`config.mk`:
```
export PLATFORM = sky130hd
export DESIGN_NAME = write
export DESIGN_NICKNAME = d
export VERILOG_FILES = /design/src/rtl/write.sv
export SDC_FILE = /design/constraint.sdc
export NUM_CORES = 1
export LEC_CHECK = 0
export ABC_AREA = 1
export CORE_ASPECT_RATIO = 1.2
export CORE_MARGIN = 8
export CORE_UTILIZATION = 45
export DETAILED_ROUTE_END_ITERATION = 8
export PLACE_DENSITY_LB_ADDON = 0.3
export SYNTH_ARGS = -nofsm -noshare
export SYNTH_HDL_FRONTEND = slang
export SYNTH_SLANG_ARGS = --single-unit
```
`constraint.sdc`:
```
create_clock -name clock -period 2 [get_ports clock]
set_clock_uncertainty 0.1 [all_clocks]
set_input_delay 0.4 -clock clock [delete_from_list [all_inputs] [get_ports clock]]
set_output_delay 0.4 -clock clock [all_outputs]
set_load 0.05 [all_outputs]
```
`src/rtl/write.sv`:
```
// ---------------------------------------------------------------------------
// write -- write-back stage of the pipeline.
//
// Retires execute-stage payloads into a small architectural register file,
// issues data-memory stores, and performs a second-cycle "upper" register
// write for instructions that produce a register pair.
//
// Parameters
//   NR     number of architectural registers (entry 0 is hard-wired to zero)
//   PC     register index of the program counter
//   Flags  register index of the flags register
//
// Ports
//   clock, reset          rising-edge clock, synchronous active-high reset
//   pc, adjustment_value, destination_value, upper_value,
//   destination_register, flags,
//   has_flushed, is_valid, is_writing_memory, has_upper_value
//                         execute-to-write payload and qualifiers
//   hold                  back-pressure: payload is not consumed while high
//   registers             flattened register file, entry i at [32i+31:32i]
//   mem_address, mem_writedata, mem_write, mem_waitrequest
//                         data-memory write request, held while stalled
//   pc_write, new_pc      one-cycle pulse when a retire wrote the PC
// ---------------------------------------------------------------------------
module write #(
  parameter int NR    = 4,
  parameter int PC    = NR - 2,
  parameter int Flags = NR - 1
) (
  input  logic               clock,
  input  logic               reset,
  input  logic [31:0]        pc,
  input  logic [31:0]        adjustment_value,
  input  logic [31:0]        destination_value,
  input  logic [31:0]        upper_value,
  input  logic [4:0]         destination_register,
  input  logic [3:0]         flags,
  input  logic               has_flushed,
  input  logic               is_valid,
  input  logic               is_writing_memory,
  input  logic               has_upper_value,
  output logic               hold,
  output logic [NR*32-1:0]   registers,
  output logic [31:0]        mem_address,
  output logic [31:0]        mem_writedata,
  output logic               mem_write,
  input  logic               mem_waitrequest,
  output logic               pc_write,
  output logic [31:0]        new_pc
);

  typedef enum logic [1:0] {
    ACCEPT = 2'd0,
    MEMORY = 2'd1,
    UPPER  = 2'd2
  } state_t;

  state_t      state_reg;
  logic [4:0]  upper_index_reg;
  logic [31:0] upper_value_reg;

  logic retire;
  logic lower_write;
  logic dest_is_pc;

  // A payload is consumed only in ACCEPT; flushed or invalid payloads vanish.
  assign retire      = (state_reg == ACCEPT) && is_valid && !has_flushed;
  assign lower_write = retire && !is_writing_memory;
  assign dest_is_pc  = (int'({27'd0, destination_register}) == PC);

  // hold is a pure function of the state register (Moore).
  assign hold = (state_reg != ACCEPT);

  // -------------------------------------------------------------------------
  // Control FSM plus memory-request and PC-write outputs.
  // -------------------------------------------------------------------------
  always_ff @(posedge clock) begin
    if (reset) begin
      state_reg       <= ACCEPT;
      mem_address     <= 32'd0;
      mem_writedata   <= 32'd0;
      mem_write       <= 1'b0;
      pc_write        <= 1'b0;
      new_pc          <= 32'd0;
      upper_index_reg <= 5'd0;
      upper_value_reg <= 32'd0;
    end else begin
      pc_write <= 1'b0;
      case (state_reg)
        ACCEPT: begin
          if (retire) begin
            if (is_writing_memory) begin
              mem_address   <= adjustment_value;
              mem_writedata <= destination_value;
              mem_write     <= 1'b1;
              state_reg     <= MEMORY;
            end else begin
              if (dest_is_pc) begin
                pc_write <= 1'b1;
                new_pc   <= destination_value;
              end
              if (has_upper_value) begin
                // 5-bit add wraps 31 -> 0, which the register file then drops.
                upper_index_reg <= destination_register + 5'd1;
                upper_value_reg <= upper_value;
                state_reg       <= UPPER;
              end
            end
          end
        end
        MEMORY: begin
          // Request stays frozen until the memory accepts it.
          if (!mem_waitrequest) begin
            mem_write <= 1'b0;
            state_reg <= ACCEPT;
          end
        end
        UPPER: begin
          state_reg <= ACCEPT;
        end
        default: begin
          state_reg <= ACCEPT;
        end
      endcase
    end
  end

  // -------------------------------------------------------------------------
  // Register file: one independent register per entry. Priority inside a
  // retire is destination write > PC load > flags load, so a destination that
  // names PC or Flags overrides the automatic update of that entry.
  // -------------------------------------------------------------------------
  genvar gi;
  generate
    for (gi = 0; gi < NR; gi++) begin : g_entry
      if (gi == 0) begin : g_zero
        assign registers[31:0] = 32'd0;
      end else begin : g_reg
        logic [31:0] entry_reg;
        logic        dest_hit;
        logic        upper_hit;

        // Indices >= 32 can never be addressed by a 5-bit destination.
        if (gi < 32) begin : g_addr
          assign dest_hit  = (destination_register == 5'(gi));
          assign upper_hit = (upper_index_reg == 5'(gi));
        end else begin : g_noaddr
          assign dest_hit  = 1'b0;
          assign upper_hit = 1'b0;
        end

        always_ff @(posedge clock) begin
          if (reset) begin
            entry_reg <= 32'd0;
          end else if (state_reg == UPPER) begin
            if (upper_hit) begin
              entry_reg <= upper_value_reg;
            end
          end else if (retire) begin
            if (lower_write && dest_hit) begin
              entry_reg <= destination_value;
            end else if (gi == PC) begin
              entry_reg <= pc;
            end else if ((gi == Flags) && !is_writing_memory) begin
              entry_reg <= {28'd0, flags};
            end
          end
        end

        assign registers[gi*32 +: 32] = entry_reg;
      end
    end
  endgenerate

endmodule

```
# Yosys cells after proc, flatten, opt, wreduce, memory -nomap -nowiden
# Cells that the tools add are included.
[word_totals] register_bits=233 in_bits=144 out_inout_bits=227 wordCells=77
[op_classes] add_sub_neg=1 eq_ne=17 mux=23 n_bitwise=3 reduce_logical=22
[op_table] op="$mux W32" count=13
[op_table] op="$eq A5 B2 Y1 const B" count=4
[op_table] op="$ne A2 B2 Y1 const B" count=6
[op_table] op="$reduce_and A3 Y1" count=4
[op_table] op="$reduce_and A4 Y1" count=3
[op_table] op="$eq A5 B1 Y1 const B" count=2
[op_table] op="$mux W2" count=4
[op_table] op="$reduce_bool A2 Y1" count=4
[op_table] op="$logic_and A1 B1 Y1" count=6
[op_table] op="$add A5 B1 Y5 const B" count=1
[op_table] op="$eq A5 B3 Y1 const B" count=1
[op_table] op="$mux W1" count=4
[op_table] op="$pmux W2 S2" count=1
[op_table] op="$reduce_or A4 Y1" count=1
[op_table] op="$ne A3 B1 Y1 const B" count=1
[op_table] op="$ne A3 B3 Y1 const B" count=1
[op_table] op="$not A1 Y1" count=3
[op_table] op="$eq A2 B1 Y1 const B" count=1
[op_table] op="$eq A2 B2 Y1 const B" count=1
[op_table] op="$logic_not A1 Y1" count=2
[op_table] op="$logic_not A2 Y1" count=1
[op_table] op="$pmux W1 S2" count=1
[op_table] op="$reduce_and A2 Y1" count=1

# Depth between registers and ports, before layout
[depth] ltp_word=8 ltp_mapped=11 depth_no_buf=9

# Worst setup path after synthesis
# OpenSTA, ideal clock, no wires.
[synth_timing] path_kind="register to register" startpoint="register state_reg[1]" endpoint="register g_entry[2].g_reg.entry_reg[21]" setup_ns=0.070 arrival_time_ns=1.591 required_time_ns=1.830 setup_slack_ns=0.239 path_stages_with_launch=10 n_path_buf=1 period_less_slack_ns=1.761 cell_sequence="dfxtp_1 nor2_1 inv_1 nor2_1 inv_1 nand2_1 inv_1 clkbuf_1 nor2_1 a21oi_1"
[synth_between] elab_chain_len=8 elab_cells_between_ends=12 classes_between="2 x eq/ne; 3 x mux; 7 x reduce/logical"
[synth_rtl] item="from (decl)" line_no="58" source="state_t state_reg;"
[synth_rtl] item="from (signal assigned)" line_no="79" source="state_reg <= ACCEPT;"
[synth_rtl] item="from (signal assigned)" line_no="96" source="state_reg <= MEMORY;"
[synth_rtl] item="from (signal assigned)" line_no="106" source="state_reg <= UPPER;"
[synth_rtl] item="$logic_not A2 Y1" line_no="67" source="assign retire = (state_reg == ACCEPT) && is_valid && !has_flushed;"
[synth_rtl] item="$logic_and A1 B1 Y1 (2 in a row)" line_no="67"
[synth_rtl] item="$logic_and A1 B1 Y1" line_no="68" source="assign lower_write = retire && !is_writing_memory;"
[synth_rtl] item="$logic_and A1 B1 Y1" line_no="160" source="if (lower_write && dest_hit) begin"
[synth_rtl] item="$mux W32" line_no="160"
[synth_rtl] item="$mux W32" line_no="159" source="end else if (retire) begin"
[synth_rtl] item="$mux W32" line_no="155" source="end else if (state_reg == UPPER) begin"
[synth_rtl] item="to (signal assigned)" line_no="157" source="entry_reg <= upper_value_reg;"
[synth_rtl] item="to (signal assigned)" line_no="161" source="entry_reg <= destination_value;"
[synth_rtl] item="to (signal assigned)" line_no="163" source="entry_reg <= pc;"
[synth_rtl] item="to (decl)" line_no="139" source="logic [31:0] entry_reg;"
# Several ways; a longest one is shown, not always the timed one. The select of a mux whose other input is x is not followed.
# A chain may end at the register's enable or synchronous reset.

# Worst setup path in the final report
[layout_timing] startpoint="register new_pc[9]" endpoint="output new_pc[9]"
[layout_rtl] item="from (decl)" line_no="49" source="output logic [31:0] new_pc"
[layout_rtl] item="from (signal assigned)" line_no="100" source="new_pc <= destination_value;"
# No word-level cell between the ends.

==> impl_metrics.ini <==
[yosys]
synth_top_area_cell = dfxtp_1
ys_ff_latch = 233
synth_top_family_by_area = simple AND/OR/NAND/NOR gates
yosys.area_share.simple_pct = 27.9
synth_top_area_share_pct = 45.9
ys_seq_area_share_pct = 45.9
synth_fa_ha_area_share_pct = 0.370
synth_compound_area_share_pct = 15.1
synth.distinct_cells = 28
syn_avg_cell_area_um2 = 7.15
ys_top_cells_by_area = dfxtp_1 (46%), nand2_1 (12%), a21oi_1 (9.7%)
yosysWarnings = 0
syn_inst = 1419
synth_area_mm2 = 0.0102
synth-xor-area-share_pct = 0.259
synthMuxAreaShare_pct = 0

[grt]
met2_usage_pct = 40.8
antenna_found_initial = 2
gr-usage-all-layers_pct = 25.2
grt.overflow.total = 0
grtUsageMet3_pct = 6.81
grt.busiest_layer = met2
grt_max_degree = 102
grt_pass1_wl_mm = 56.3
met1_usage_pct = 31.1
grt_pass1_vias = 10300

[worst_setup_path]
startpoint_type = register
crit_required_ps = 1500
path_max_fanout = 2
worst_path_largest_cell_delay_ps = 540
rr_endpoint = upper_value_reg[16]
crit_path_end_kind = output port
ff2ff_setup_slack_ps = 150
arrival_ps = 1410
rr_worst_depth = 8
path_delay_family = buffers and inverters
critPathSlowestCell = dlygate4sd2_1
worstReg2RegStart = state_reg[1]
crit_buf_inv = 1
worstSetupPathType = reg -> out
crit_chain = dlygate4sd2_1

[routing]
wl_per_cell_um = 17.9
vias = 10500
drc = 0
drtPass1Iterations = 5
routed_wl_mm = 36.5
drt_iter0_drc = 757
final_antenna_net_count = 0
routed_via_density = 5.13

[die]
die_area_mm2 = 0.0276
die_x_um = 153
row_count = 60
boundaryPins = 371
core-area_mm2 = 0.0223
die_h_um = 181
start_util_pct = 45.5

[placement]
dpl.cell_count = 1991
dpl.hpwl_mm = 27.5
io_buffers = 338
place_congestion = 0.913

[timing]
rsz0062_at_grt = no
hold_viol_final = 0
period_share_pct = 95.3
drv_slew = 0
setup_viol = 0
worst_pin_slew_ps = 506
holdWs_ps = 309
max_freq_ghz = 0.525
fin_crit_ps = 1910
slew_headroom_pct = 66.4

[cells_and_area]
largest_reg_flops = 96
nFillCells = 1980
final_layout_size_suffix_gt1_share_pct = 18.6
multi_input_area_mm2 = 0.00457
syn_to_final_growth_pct = 40.6
regArea_mm2 = 0.00466
instances_no_fill = 2039
layout.nets = 1887

[clock_network]
cts.sinks = 233
cts_hold_buf = 0
cts-root-buf = clkbuf_16
htree_num_levels = 1
path_clk_slew_ps = 70
numCtsBuffers = 24
clockBufferDepth = 3
clock_latency_ps = 510
tritoncts = done

[hold_path]
whs_endpoint = new_pc[12]
hp-start = reset
whs_path_depth = 3
holdCritPathClass = in -> reg

[pwr]
switching_power_uw = 3140
power.total_uw = 11500
comb_power_share_pct = 15.9
clockPowerShare_pct = 41.7
switching_share_pct = 27.3
leakage_uw = 0.00642
p_int_uw = 8360
cellPowerDensity_mw_per_mm2 = 805
vdd_ir_drop_max_v = 0.000642
p_seq_share_pct = 42.4

[status]
outcome = complete, no violations

[run]
maxCapViolCount = 0
[synth_stat cells]
cell type,n
inv_2,1
buf_2,27
xnor2_1,1
nand2_1,316
o21ai_0,98
clkbuf_1,62
nor3_1,8
nand3_2,2
buf_6,4
a21oi_1,196
o21ai_1,4
conb_1,1
nor2_4,2
nor2_1,146
nand3_1,108
inv_1,92
o31ai_1,1
buf_4,38
buf_1,3
xor2_1,2
nor2_2,27
nand2_2,2
nand3_4,1
nand3b_1,36
o21bai_1,4
and2_1,1
dfxtp_1,233
ha_1,3
[through the flow]
stage,setup TNS [ps],area (µm²),worst slack [ps],utilization (%)
floorplan,0,10300,239,-
global route,0,14300,8.55,64.0
CTS,0,14300,74.9,63.9
global placement,-33320,13400,-233,60.2
detailed placement,-36370,13400,-268,60.2
finish,0,14300,94.7,64.0
[power groups by stage]
stage               clock [µW]  sequential, µW  combinational (µW)
finish                    4800            4880                1830
global route              5060            4890                1940
CTS                       4880            4870                1820
detailed placement           0            4970                1820
global placement             0            4970                1810
floorplan                    0            5410                 672
[tightest hold or removal path, stage by stage]
cell and delay [ps]:
buf_4 130, buf_12 200, a21oi_1 150
[cells by family (layout without fill, tap and decap cells)]
logic type | count (synthesis) | after routing
fa+ha+maj | 3 | 3
flops | 233 | 233
buf+inv | 227 | 535
other cells | 1 | 34
compound gates | 303 | 303
xor+xnor | 3 | 3
simple gates | 649 | 649
[layout make-up]
cell class / instances / area share, %
Timing Repair Buffer: 398 / 24.4
Multi-Input combinational cell: 990 / 32.0
Clock buffer: 36 / 5.16
Sequential cell: 233 / 32.7
Clock inverter: 8 / 0.850
Tap cell: 279 / 2.45
Inverter: 93 / 2.45
Antenna cell: 2 / 0.0351
[placed cells by master (no fill, tap or decap), drive strengths merged, types with 8 or more instances in the layout]
cell / n
nand2: 318
buf: 245
inv: 93
clkbuf: 36
nor3: 8
nand3: 111
clkdlybuf4s50: 141
a21oi: 196
dfxtp: 233
nor2: 175
o21ai: 102
conb: 32
dlygate4sd2: 12
nand3b: 36
[routing by layer]
| metal | share of wire [%] | wire (µm) |
|---|---|---|
| met5 | 0 | 0 |
| met4 | 4.1 | 1490 |
| met3 | 9.7 | 3550 |
| met2 | 46 | 16700 |
| met1 | 40 | 14700 |
[worst max path at each step]
stage	startpoint	end	slack, ps	depth (start not counted)
after detailed placement	is_valid	upper_value_reg[3]	-270	8
after floorplan	state_reg[1]	g_entry[2].g_reg.entry_reg[21]	240	9
after global routing	state_reg[1]	upper_index_reg[2]	9	8
final	new_pc[9]	new_pc[9]	90	1
after CTS	new_pc[9]	new_pc[9]	70	1
after global placement	is_valid	upper_value_reg[18]	-230	8
[what timing repair did]
item / in CTS / in global routing
resized for setup: 12 / 1
buffers inserted: 0 / 2
pin swaps: 0 / 1
setup endpoints to repair: 12 / 2
Power figures use the tool's default switching activity.
